**config.mk**
```make
export PLATFORM = sky130hd
export DESIGN_NAME = executs_md
export DESIGN_NICKNAME = d
export VERILOG_FILES = /design/src/rtl/executs_md_pkg.sv /design/src/rtl/executs_md.sv
export SDC_FILE = /design/constraint.sdc
export NUM_CORES = 1
export LEC_CHECK = 0
export BUFFER_PORTS_ARGS = -buffer_cell sky130_fd_sc_hd__buf_2
export CAP_MARGIN = 20
export CORE_MARGIN = 2
export CORE_UTILIZATION = 55
export DETAILED_ROUTE_END_ITERATION = 12
export HOLD_SLACK_MARGIN = 0.05
export PLACE_DENSITY = 0.75
export SLEW_MARGIN = 10
export SYNTH_ARGS = -nofsm -noshare
export SYNTH_HDL_FRONTEND = slang
export SYNTH_SLANG_ARGS = --single-unit
```
**constraint.sdc**
```tcl
create_clock -name clock -period 9.9 [get_ports clock]
set_input_delay 0.99 -clock clock [delete_from_list [all_inputs] [get_ports clock]]
set_output_delay 0.99 -clock clock [all_outputs]
set_load 0.005 [all_outputs]
```
**src/rtl/executs_md_pkg.sv**
```systemverilog
`default_nettype none
// ============================================================================
// executs_md_pkg : shared op encodings, FSM states and default width for the
//                  multiply/divide unit.  Rev 1.0
// ============================================================================
package executs_md_pkg;

    localparam int MD_WIDTH = 32;

    localparam logic [1:0] MD_MULT  = 2'b00;
    localparam logic [1:0] MD_MULTU = 2'b01;
    localparam logic [1:0] MD_DIV   = 2'b10;
    localparam logic [1:0] MD_DIVU  = 2'b11;

    typedef enum logic [1:0] {
        ST_IDLE = 2'd0,
        ST_CALC = 2'd1,
        ST_FIX  = 2'd2
    } md_state_t;

    function automatic logic md_is_signed(input logic [1:0] op);
        return (op == MD_MULT) || (op == MD_DIV);
    endfunction

    function automatic logic md_is_div(input logic [1:0] op);
        return (op == MD_DIV) || (op == MD_DIVU);
    endfunction

endpackage
`default_nettype wire

```
**src/rtl/executs_md.sv**
```systemverilog
`default_nettype none
// ============================================================================
// executs_md : iterative MULT/MULTU/DIV/DIVU unit owning the HI/LO registers.
//              One bit per cycle, WIDTH+1 edges from start to done. Rev 1.0
// ============================================================================
module executs_md
    import executs_md_pkg::*;
#(
    parameter int WIDTH = MD_WIDTH
) (
    input  logic             clock,
    input  logic             reset_n,
    input  logic             start,
    input  logic [1:0]       op,
    input  logic [WIDTH-1:0] operand_a,
    input  logic [WIDTH-1:0] operand_b,
    input  logic             hi_we,
    input  logic             lo_we,
    input  logic [WIDTH-1:0] wdata,
    output logic             busy,
    output logic             done,
    output logic             div_zero,
    output logic [WIDTH-1:0] hi,
    output logic [WIDTH-1:0] lo
);

    localparam int CW = $clog2(WIDTH) + 1;
    localparam logic [CW-1:0] LAST_STEP = CW'(WIDTH - 1);

    md_state_t        state;
    md_state_t        state_nxt;

    logic             op_div;
    logic             neg_q;
    logic             neg_r;
    logic             dz_flag;
    logic [CW-1:0]    cnt;
    logic [WIDTH-1:0] mag_a;
    logic [WIDTH-1:0] mag_b;
    logic [WIDTH-1:0] acc_hi;
    logic [WIDTH-1:0] acc_lo;

    logic             in_signed;
    logic             in_div;
    logic             a_neg;
    logic             b_neg;
    logic             b_zero;
    logic [WIDTH-1:0] mag_a_in;
    logic [WIDTH-1:0] mag_b_in;

    logic [WIDTH:0]   mul_sum;
    logic [WIDTH+1:0] div_diff;
    logic             div_ok;

    logic [2*WIDTH-1:0] prod_fix;
    logic [WIDTH-1:0]   quo_fix;
    logic [WIDTH-1:0]   rem_fix;

    assign busy = (state != ST_IDLE);

    // Operand conditioning at acceptance; a zero divisor keeps the raw
    // dividend so the remainder comes out as operand_a unsigned-corrected.
    always_comb begin
        in_signed = md_is_signed(op);
        in_div    = md_is_div(op);
        a_neg     = in_signed & operand_a[WIDTH-1];
        b_neg     = in_signed & operand_b[WIDTH-1];
        b_zero    = in_div & (operand_b == '0);
        mag_a_in  = (a_neg && !b_zero) ? -operand_a : operand_a;
        mag_b_in  = b_neg ? -operand_b : operand_b;
    end

    always_comb begin
        mul_sum  = {1'b0, acc_hi} + (acc_lo[0] ? {1'b0, mag_a} : '0);
        div_diff = {1'b0, acc_hi, acc_lo[WIDTH-1]} - {2'b00, mag_b};
        div_ok   = ~|div_diff[WIDTH+1:WIDTH];
        prod_fix = neg_q ? -{acc_hi, acc_lo} : {acc_hi, acc_lo};
        quo_fix  = neg_q ? -acc_lo : acc_lo;
        rem_fix  = neg_r ? -acc_hi : acc_hi;
    end

    always_ff @(posedge clock or negedge reset_n) begin
        if (!reset_n) begin
            state <= ST_IDLE;
        end else begin
            state <= state_nxt;
        end
    end

    always_comb begin
        state_nxt = state;
        case (state)
            ST_IDLE: if (start) state_nxt = ST_CALC;
            ST_CALC: if (cnt == LAST_STEP) state_nxt = ST_FIX;
            ST_FIX:  state_nxt = ST_IDLE;
            default: state_nxt = ST_IDLE;
        endcase
    end

    always_ff @(posedge clock or negedge reset_n) begin
        if (!reset_n) begin
            op_div   <= 1'b0;
            neg_q    <= 1'b0;
            neg_r    <= 1'b0;
            dz_flag  <= 1'b0;
            cnt      <= '0;
            mag_a    <= '0;
            mag_b    <= '0;
            acc_hi   <= '0;
            acc_lo   <= '0;
            done     <= 1'b0;
            div_zero <= 1'b0;
            hi       <= '0;
            lo       <= '0;
        end else begin
            done     <= 1'b0;
            div_zero <= 1'b0;
            case (state)
                ST_IDLE: begin
                    if (start) begin
                        op_div  <= in_div;
                        neg_q   <= !b_zero && (a_neg ^ b_neg);
                        neg_r   <= !b_zero && in_div && a_neg;
                        dz_flag <= b_zero;
                        cnt     <= '0;
                        mag_a   <= mag_a_in;
                        mag_b   <= mag_b_in;
                        acc_hi  <= '0;
                        acc_lo  <= in_div ? mag_a_in : mag_b_in;
                    end else begin
                        if (hi_we) hi <= wdata;
                        if (lo_we) lo <= wdata;
                    end
                end
                ST_CALC: begin
                    cnt <= cnt + 1'b1;
                    if (op_div) begin
                        // Restoring step: quotient bits enter at the bottom of acc_lo.
                        acc_hi <= div_ok ? div_diff[WIDTH-1:0]
                                         : {acc_hi[WIDTH-2:0], acc_lo[WIDTH-1]};
                        acc_lo <= {acc_lo[WIDTH-2:0], div_ok};
                    end else begin
                        {acc_hi, acc_lo} <= {mul_sum, acc_lo[WIDTH-1:1]};
                    end
                end
                ST_FIX: begin
                    if (op_div) begin
                        hi <= rem_fix;
                        lo <= quo_fix;
                    end else begin
                        {hi, lo} <= prod_fix;
                    end
                    done     <= 1'b1;
                    div_zero <= dz_flag;
                end
                default: ;
            endcase
        end
    end

endmodule
`default_nettype wire
```
== Word-level counts from Yosys, hierarchy flattened ==
Index checks and enable logic that the tools add are counted.

* Add/subtract/negate cells: 8
* Equality and inequality tests: 10
* Mux-type cells: 29
* Bitwise gates (word level): 4
* Reduce and logical (&&, ||, !) cells: 20

{| class="wikitable"
|+ Operators with widths
! cell !! count
|-
| $mux W32 || 17
|-
| $pmux W32 S2 || 4
|-
| $neg A32 Y32 || 4
|-
| $mux W64 || 1
|-
| $neg A64 Y64 || 1
|-
| $sub A33 B32 Y34 || 1
|-
| $add A32 B32 Y33 || 1
|-
| $logic_not A32 Y1 || 1
|-
| $pmux W6 S2 || 1
|-
| $ne A2 B2 Y1 const B || 5
|-
| $add A6 B1 Y6 const B || 1
|-
| $eq A2 B2 Y1 const B || 3
|-
| $eq A6 B5 Y1 const B || 1
|-
| $mux W6 || 1
|-
| $reduce_and A2 Y1 || 3
|-
| $reduce_and A3 Y1 || 2
|-
| $reduce_bool A2 Y1 || 3
|-
| $logic_and A1 B1 Y1 || 4
|-
| $logic_not A2 Y1 || 2
|-
| $mux W2 || 2
|-
| $pmux W2 S2 || 1
|-
| $and A1 B1 Y1 || 3
|-
| $eq A2 B1 Y1 const B || 1
|-
| $logic_not A1 Y1 || 2
|-
| 4 further kinds || 6
|}

* Register bits after elaboration: 206
* Input port bits: 103
* Output and inout port bits: 67
* Logic and storage cells: 85

== Depth between registers and ports, before layout ==
Gate-level depths: netlist (run 1).

* Depth in word-level cells: 9
* Depth in mapped cells: 16
* Gate-level depth less buffers: 14

== Least setup slack after synthesis (run 1) ==
No wires, ideal clock.

* Path kind: input to register
* From: input operand_b[18]
* To: register acc_lo[25]
* Setup time: 137 ps
* Arrival: 3426 ps
* Data required time: 9763 ps
* Path slack: 6337 ps
* Stages on the path: 12
* Path buffers: 2
* Cells stage by stage: or4_4 -> or4b_1 -> nor4_4 -> nand3_1 -> and2_1 -> buf_2 -> buf_6 -> o31ai_1 -> xor2_1 -> nand2_1 -> o211ai_1 -> o211ai_1

* Word-level cells in the longest chain between the ends: 8
* Elaborated cells between the ends (all ways): 10
* Classes of those cells: add/sub (1); mux (5); bitwise (1); reduce/logical (3)

{| class="wikitable"
|+ RTL lines
! element !! line !! text
|-
| from (decl) || executs_md.sv:16 || <nowiki>input logic [WIDTH-1:0] operand_b,</nowiki>
|-
| branches (longest 5 deep; another with $neg A32 Y32) || -- ||
|-
| $mux W32 (*) || executs_md.sv:129 || <nowiki>acc_lo <= in_div ? mag_a_in : mag_b_in;</nowiki>
|-
| $mux W32 (*) || executs_md.sv:120 || <nowiki>if (start) begin</nowiki>
|-
| $pmux W32 S2 (*) || executs_md.sv:118 || <nowiki>case (state)</nowiki>
|-
| to (signal assigned) || executs_md.sv:129 ||
|-
| to (signal assigned) || executs_md.sv:141 || <nowiki>acc_lo <= {acc_lo[WIDTH-2:0], div_ok};</nowiki>
|-
| to (signal assigned) || executs_md.sv:143 || <nowiki>{acc_hi, acc_lo} <= {mul_sum, acc_lo[WIDTH-1:1]};</nowiki>
|-
| to (decl) || executs_md.sv:41 || <nowiki>logic [WIDTH-1:0] acc_lo;</nowiki>
|}

Every way passes the cells marked *. The select of a mux whose other input is x is not followed.
A chain may end at the register's enable or synchronous reset.

== Worst setup path after layout (run 1) ==
* From: register acc_lo[31]
* To: register acc_hi[21]

* Word-level cells in the longest chain between the ends: 5

{| class="wikitable"
|+ RTL lines
! element !! line !! text
|-
| $sub A33 B32 Y34 (*) || executs_md.sv:75 || <nowiki>div_diff = {1'b0, acc_hi, acc_lo[WIDTH-1]} - {2'b00, mag_b};</nowiki>
|-
| $reduce_or A2 Y1 || executs_md.sv:76 || <nowiki>div_ok = ~|div_diff[WIDTH+1:WIDTH];</nowiki>
|-
| $mux W32 (*) || executs_md.sv:139 || <nowiki>acc_hi <= div_ok ? div_diff[WIDTH-1:0]</nowiki>
|-
| $mux W32 (*) || executs_md.sv:137 || <nowiki>if (op_div) begin</nowiki>
|-
| $pmux W32 S2 (*) || executs_md.sv:118 ||
|-
| to (signal assigned) || executs_md.sv:139 ||
|-
| to (signal assigned) || executs_md.sv:143 ||
|-
| to (decl) || executs_md.sv:40 || <nowiki>logic [WIDTH-1:0] acc_hi;</nowiki>
|}

Every way passes the cells marked *; elsewhere a longest branch is shown, timed or not.

==> results of run 1 <==
==> logic make-up after synthesis <==
| kind of cell | Yosys count | synth area share, % |
|---|---|---|
| DFF | 206 | 32.6 |
| and+or+nand+nor | 650 | 19.4 |
| AOI/OAI and AO/OA | 664 | 25.1 |
| muxes | 48 | 3.13 |
| buffers and inverters | 188 | 4.67 |
| adders and majority gates | 71 | 5.72 |
| xor gates and xnor gates | 168 | 9.31 |
==> report_power, final <==
group | total (W) | switching (W) | internal, W
logic | 0.00313 | 0.00188 | 0.00125
registers | 0.00162 | 0.000466 | 0.00115
clock network | 0.000909 | 0.000366 | 0.000543
==> registers in the layout (all words and copies together), names as in the netlist, 2 cells and up <==
signal,count
hi,32
mag_a,32
acc_hi,32
state,2
mag_b,32
acc_lo,32
cnt,6
lo,32
==> cell type report <==
cell class | instances | area [µm²]
fill | 2593 | 10800
tap | 384 | 480
clock inverter | 9 | 111
timing repair buffer | 187 | 1010
inverter | 64 | 240
clock buffer | 34 | 698
multi-input combinational | 1601 | 9930
sequential | 206 | 5160
==> how the worst max path moves through the flow <==
stage / startpoint / to / slack [ns] / depth (start not counted)
after CTS: acc_lo[31]$_DFFE_PN0P_ / acc_hi[21]$_DFFE_PN0P_ / 5.28 / 14
final: acc_lo[31]$_DFFE_PN0P_ / acc_hi[21]$_DFFE_PN0P_ / 5.22 / 14
after floorplan: operand_b[18] / acc_lo[25]$_DFFE_PN0P_ / 6.34 / 12
after global placement: acc_lo[31]$_DFFE_PN0P_ / acc_hi[21]$_DFFE_PN0P_ / 5.43 / 14
after detailed placement: acc_lo[31]$_DFFE_PN0P_ / acc_hi[21]$_DFFE_PN0P_ / 5.31 / 14
after global routing: acc_lo[31]$_DFFE_PN0P_ / acc_hi[21]$_DFFE_PN0P_ / 4.80 / 14
==> cells in the mapped netlist, types with 11 or more instances <==
cell type	count	area share, %
a21o_1	26	1.2
nand2_1	242	5.7
nor3_1	32	1.0
nand2b_1	13	0.51
ha_1	69	5.5
nor2_1	165	3.9
or3_1	11	0.44
a21oi_1	208	6.6
dfrtp_1	206	33
o221ai_1	19	1.1
or4_1	15	0.71
and2_1	42	1.7
nand3_1	36	1.1
mux2i_1	37	2.3
mux2_2	11	0.78
nor2b_1	17	0.67
o31ai_1	25	1.2
and3_1	13	0.51
xor2_1	87	4.8
inv_1	62	1.5
nor4_1	13	0.51
o21ai_0	239	7.6
o211ai_1	11	0.52
xnor2_1	81	4.5
a22oi_1	15	0.71
nand4_1	12	0.48
clkbuf_1	108	2.6
a31oi_1	23	0.91
==> layer usage <==
layer  track usage, %  up-vias  routed length (µm)
li1                 -     7289                   -
met4             12.2        0                2200
met2             57.1      840               24800
met1             52.0     7485               24100
met3             5.50      131                5010
met5                0        -                   0
==> per-stage QoR <==
step	hold slack, ns	util [%]
3_3_place_gp	0.454	58.9
2_1_floorplan	0.442	-
5_1_grt	0.466	61.9
4_1_cts	0.454	61.8
6_report	0.424	61.9
3_5_place_dp	0.465	58.9
==> results.sh, run 1 <==
export IMPL_status="complete, no violations"
export IMPL_crit_fanout=53
export IMPL_power_density_nw_per_um2=321
export IMPL_setup_viol_count_final=0
export IMPL_pre_cts_ws_ns=5.31
export IMPL_layout_commonest_cell="nand2_1"
export IMPL_vias=15745
export IMPL_rsz0062_at_grt="no"
export IMPL_synth_seq_cells=206
export IMPL_dpl_instance_area_um2=16800
export IMPL_syn_num_nets=2169
export IMPL_path_delay_family="compound AO/OA/AOI/OAI gates"
export IMPL_antenna_found_initial=1
export IMPL_tightestPinTransition_ns=1.08
export IMPL_synth_area_um2=15800
export IMPL_hp_class="input port to asynchronous set/reset pin"
export IMPL_grt_ovfl_total=0
export IMPL_fin_cells=2485
export IMPL_grt_first_pass_wirelength_mm=85.6
export IMPL_power_w=0.00566
export IMPL_clk_pin_slew_ns=0.06
export IMPL_ys_seq_area_share_pct=32.6
export IMPL_fp_dieW_um=174
export IMPL_postCtsHoldBufs=0
export IMPL_period_share_pct=47.2
export IMPL_ir_drop_v=0.000175
export IMPL_crit_arrival_ns=5.14
export IMPL_slew_headroom_pct=28.1
export IMPL_dpl_hpwl_mm=43.3
export IMPL_drcViolationCount=0
export IMPL_r2r_cells=14
export IMPL_viasPerCell=6.34
export IMPL_fin_setup_tns_ns=0
export IMPL_io_pins=170
export IMPL_synthDistinctLibCells=79
export IMPL_numPortBuffers=169
export IMPL_gp_congestion=0.972
export IMPL_synth_top_flop_cell="dfrtp_1"
export IMPL_power_leakage_nw=7.83
export IMPL_synth_edf_count=0
export IMPL_dp_cells=2440
export IMPL_cts_tree="done"
export IMPL_drt_pass1_iterations=5
export IMPL_grt_max_degree=92
export IMPL_finalMaxSlewViolations=0
export IMPL_finClkSkew_ns=0.0125
export IMPL_synthArstFlopShare_pct=100
export IMPL_crit_chain="inv_1, ha_1, inv_1, fa_1, a211oi_1, o21ai_0, o221ai_1, a211oi_1, a311oi_1, xnor2_1, nand2_2, or3b_2, a21oi_1, a221o_1"
export IMPL_hold_viol=0
export IMPL_rows=62
export IMPL_worst_ep_required_time_ns=10.36
export IMPL_crit_slowest_cell="or3b_2"
export IMPL_period_needed_ns=4.68
export IMPL_fp_dieArea_um2=30100
export IMPL_nNetsFinal=2258
export IMPL_crit_buf_inv=2
export IMPL_area_delta_synth_final_pct=11.5
export IMPL_critPathMaxStageDelay_ns=0.70
export IMPL_rrSetupSlack_ns=5.22
export IMPL_ant_nets=0
export IMPL_start_util_pct=55.5
export IMPL_r2r_end="acc_hi[21]$_DFFE_PN0P_"
export IMPL_postLayoutCellArea_um2=17600
export IMPL_clock_sinks=206
export IMPL_netlist_instances=1995
export IMPL_layout_common_cells="nand2_1, o21ai_0, a21oi_1"
export IMPL_critPathLaunchType="register"
export IMPL_die_h_um=174
export IMPL_max_cap_violations=0
export IMPL_cts_made_buffers=24
export IMPL_insertion_delay_ns=0.53
export IMPL_routed_wirelength_mm=56.2
export IMPL_timing_rr_start="acc_lo[31]$_DFFE_PN0P_"
export IMPL_end_kind="register"
export IMPL_cts_resized=0
export IMPL_n_antenna_cell=0
export IMPL_clockBufferDepth=3
export IMPL_gr_usage_all_layers_pct=36.5
export IMPL_post_cts_buffers=0
export IMPL_core_region_area_um2=28500
export IMPL_htreeDepth=1
export IMPL_wl_per_cell_um=22.6
export IMPL_grt_pass1_vias=14488
export IMPL_setup_slack_ns=5.22
export IMPL_drive_above_1_share_pct=12.8
export IMPL_ys_warn_count=0
export IMPL_critPathKind="register to register"
export IMPL_fmax_mhz=214
export IMPL_avgSynthCellArea_um2=7.92
export IMPL_first_iter_violations=1813
export IMPL_cts_root_buffer="clkbuf_16"
Note: power is estimated with default switching activity, not from simulation.
==> run 2, diff against run 1 <==
--- a/config.mk
+++ b/config.mk
@@ -5,6 +5,7 @@
 export SDC_FILE = /design/constraint.sdc
 export NUM_CORES = 1
 export LEC_CHECK = 0
+export ABC_AREA = 1
 export BUFFER_PORTS_ARGS = -buffer_cell sky130_fd_sc_hd__buf_2
 export CAP_MARGIN = 20
 export CORE_MARGIN = 2
==> constraint.sdc (replaced) <==
create_clock -name clock -period 4.7 [get_ports clock]
set_input_delay 0.47 -clock clock [delete_from_list [all_inputs] [get_ports clock]]
set_output_delay 0.47 -clock clock [all_outputs]
set_load 0.005 [all_outputs]
==> results.sh, run 2 <==
export IMPL_clock_sinks=206
export IMPL_numPortBuffers=169
export IMPL_cts_resized=0
export IMPL_avgSynthCellArea_um2=6.02
export IMPL_synth_top_area_share_pct=27.0
export IMPL_clk_pin_slew_ns=0.07
export IMPL_fp_dieW_um=190
export IMPL_pwr_share_seq_pct=21.8
export IMPL_ant_nets=0
export IMPL_synth_top_cell_by_area="dfrtp_1"
export IMPL_drt_pass1_iterations=6
export IMPL_postCtsHoldBufs=0
export IMPL_pre_cts_ws_ns=1.28
export IMPL_clockBufferDepth=3
export IMPL_ys_seq_area_share_pct=27.0
export IMPL_synthDistinctLibCells=56
export IMPL_vias=22558
export IMPL_netlist_instances=3166
export IMPL_viasPerCell=6.02
export IMPL_core_region_area_um2=34400
export IMPL_die_h_um=190
export IMPL_nNetsFinal=3447
export IMPL_synth_area_um2=19100
export IMPL_ir_drop_v=0.000637
export IMPL_layout_commonest_cell="nand2_1"
export IMPL_n_antenna_cell=0
export IMPL_synthArstFlopShare_pct=100
export IMPL_grt_max_degree=98
export IMPL_area_delta_synth_final_pct=10.9
export IMPL_power_frac_clock_pct=11.9
export IMPL_setup_slack_ns=1.41
export IMPL_max_cap_violations=0
export IMPL_grt_ovfl_total=0
export IMPL_drcViolationCount=0
export IMPL_fmax_mhz=304
export IMPL_combPwrFrac_pct=66.3
export IMPL_post_cts_buffers=0
export IMPL_synthTopCellsByCount="nand2_1, nor2_1, inv_1"
export IMPL_dpl_hpwl_mm=60.8
export IMPL_rsz0062_at_grt="no"
export IMPL_critPathLaunchType="register"
export IMPL_end_kind="register"
export IMPL_power_leakage_nw=10.6
export IMPL_syn_num_nets=3340
export IMPL_hp_class="input port to register"
export IMPL_slew_headroom_pct=32.6
export IMPL_cts_tree="done"
export IMPL_grt_first_pass_wirelength_mm=117
export IMPL_drive_above_1_share_pct=8.72
export IMPL_synth_top_flop_cell="dfrtp_1"
export IMPL_synth_seq_cells=206
export IMPL_yosys_top_cells_area="dfrtp_1, nand2_1, nand3_1"
export IMPL_io_pins=170
export IMPL_yosysMostFrequentCell="nand2_1"
export IMPL_gp_congestion=1.08
export IMPL_layout_common_cells="nand2_1, nor2_1, inv_1"
export IMPL_power_density_nw_per_um2=826
export IMPL_rows=68
export IMPL_hold_viol=0
export IMPL_wl_per_cell_um=20.5
export IMPL_period_needed_ns=3.29
export IMPL_finalMaxSlewViolations=0
export IMPL_fp_dieArea_um2=36200
export IMPL_setup_viol_count_final=0
export IMPL_p_int_w=0.00771
export IMPL_switching_power_w=0.00977
export IMPL_crit_arrival_ns=3.74
export IMPL_cts_root_buffer="clkbuf_16"
export IMPL_first_iter_violations=2853
export IMPL_gr_usage_all_layers_pct=42.0
export IMPL_insertion_delay_ns=0.56
export IMPL_status="complete, no violations"
export IMPL_period_share_pct=70.0
export IMPL_routed_wirelength_mm=76.6
export IMPL_critPathKind="register to register"
export IMPL_ys_warn_count=0
export IMPL_start_util_pct=55.5
export IMPL_synth_edf_count=0
export IMPL_tightestPinTransition_ns=1.01
export IMPL_crit_fanout=25
export IMPL_finClkSkew_ns=0.0162
export IMPL_worst_ep_required_time_ns=5.15
export IMPL_cts_made_buffers=25
export IMPL_antenna_found_initial=3
export IMPL_htreeDepth=1
export IMPL_fin_setup_tns_ns=0
export IMPL_grt_pass1_vias=20601
export IMPL_p_sw_share_pct=55.9
[run 2: through the flow]
| step | utilization, % | power, W | area, µm² | hold slack [ns] | std cells |
|---|---|---|---|---|---|
| floorplan | - | 0.0115 | 19100 | 0.174 | 3166 |
| global placement | 58.7 | 0.0147 | 20200 | 0.465 | 3696 |
| CTS | 61.3 | 0.0171 | 21100 | 0.0506 | 3741 |
| detailed placement | 58.7 | 0.0149 | 20200 | 0.468 | 3696 |
| finish | 61.5 | 0.0175 | 21200 | 0.202 | 3746 |
| global route | 61.5 | 0.0190 | 21200 | 0.214 | 3746 |
[run 2: cells by family after synthesis]
kind of cell | synth area share [%]
adders and majority gates | 4.74
and+or+nand+nor | 38.9
DFF | 27.0
xor gates and xnor gates | 2.39
muxes | 0.0525
AOI/OAI and AO/OA | 16.6
buffers and inverters | 10.3
[run 2: critical path, cell delays in order, from the launching register on]
cell and delay (ns):
dfrtp_1 0.45, inv_1 0.26, ha_1 0.20, inv_1 0.07
fa_1 0.40, nand2_1 0.08, nand2_1 0.09, nand3_1 0.11
nand2_2 0.09, nand2_1 0.07, nand2_1 0.12, nand2_1 0.11
nand2_1 0.07, nand2_2 0.08, nand2_4 0.16, nand2_8 0.22
nand2_4 0.12, inv_1 0.23, nand2_1 0.10, nand3b_1 0.09
nand2_1 0.05
[run 2: cell type report]
cell class              count  area, µm²
fillers                  3369      13200
repair buffers            194       1120
clock buffers              35        723
well taps                 455        569
clock inverters            10        143
flip-flops and latches    206       5160
inverters                 389       1460
multi-input cells        2457      12000
[run 2: power by group through the flow]
stage / Sequential (W) / Combinational, W / Clock [W]
3_5_place_dp: 0.00381 / 0.0111 / 0
3_3_place_gp: 0.00379 / 0.0109 / 0
6_report: 0.00382 / 0.0116 / 0.00208
4_1_cts: 0.00379 / 0.0112 / 0.00208
2_1_floorplan: 0.00329 / 0.00822 / 0
5_1_grt: 0.00387 / 0.0129 / 0.00215
[run 2: final timing paths]
check	start	endpoint	slack [ns]	depth (start not counted)
min	operand_b[25]	mag_b[25]$_DFFE_PN0P_	0.20	3
max in group asynchronous	reset_n	mag_a[25]$_DFFE_PN0P_	3.03	3
min reg2reg	mag_a[16]$_DFFE_PN0P_	mag_a[16]$_DFFE_PN0P_	0.48	2
max	acc_lo[31]$_DFFE_PN0P_	acc_hi[9]$_DFFE_PN0P_	1.41	20
min in group asynchronous	reset_n	acc_hi[29]$_DFFE_PN0P_	0.53	2
max reg2reg	acc_lo[31]$_DFFE_PN0P_	acc_hi[9]$_DFFE_PN0P_	1.41	20
[run 2: metal layers]
metal / track usage, % / up-vias / routed length (µm)
met1: 58.0 / 10383 / 31300
met3: 8.93 / 257 / 8670
li1: - / 10548 / -
met5: 0 / - / 34
met4: 19.5 / 6 / 4300
met2: 62.9 / 1364 / 32300
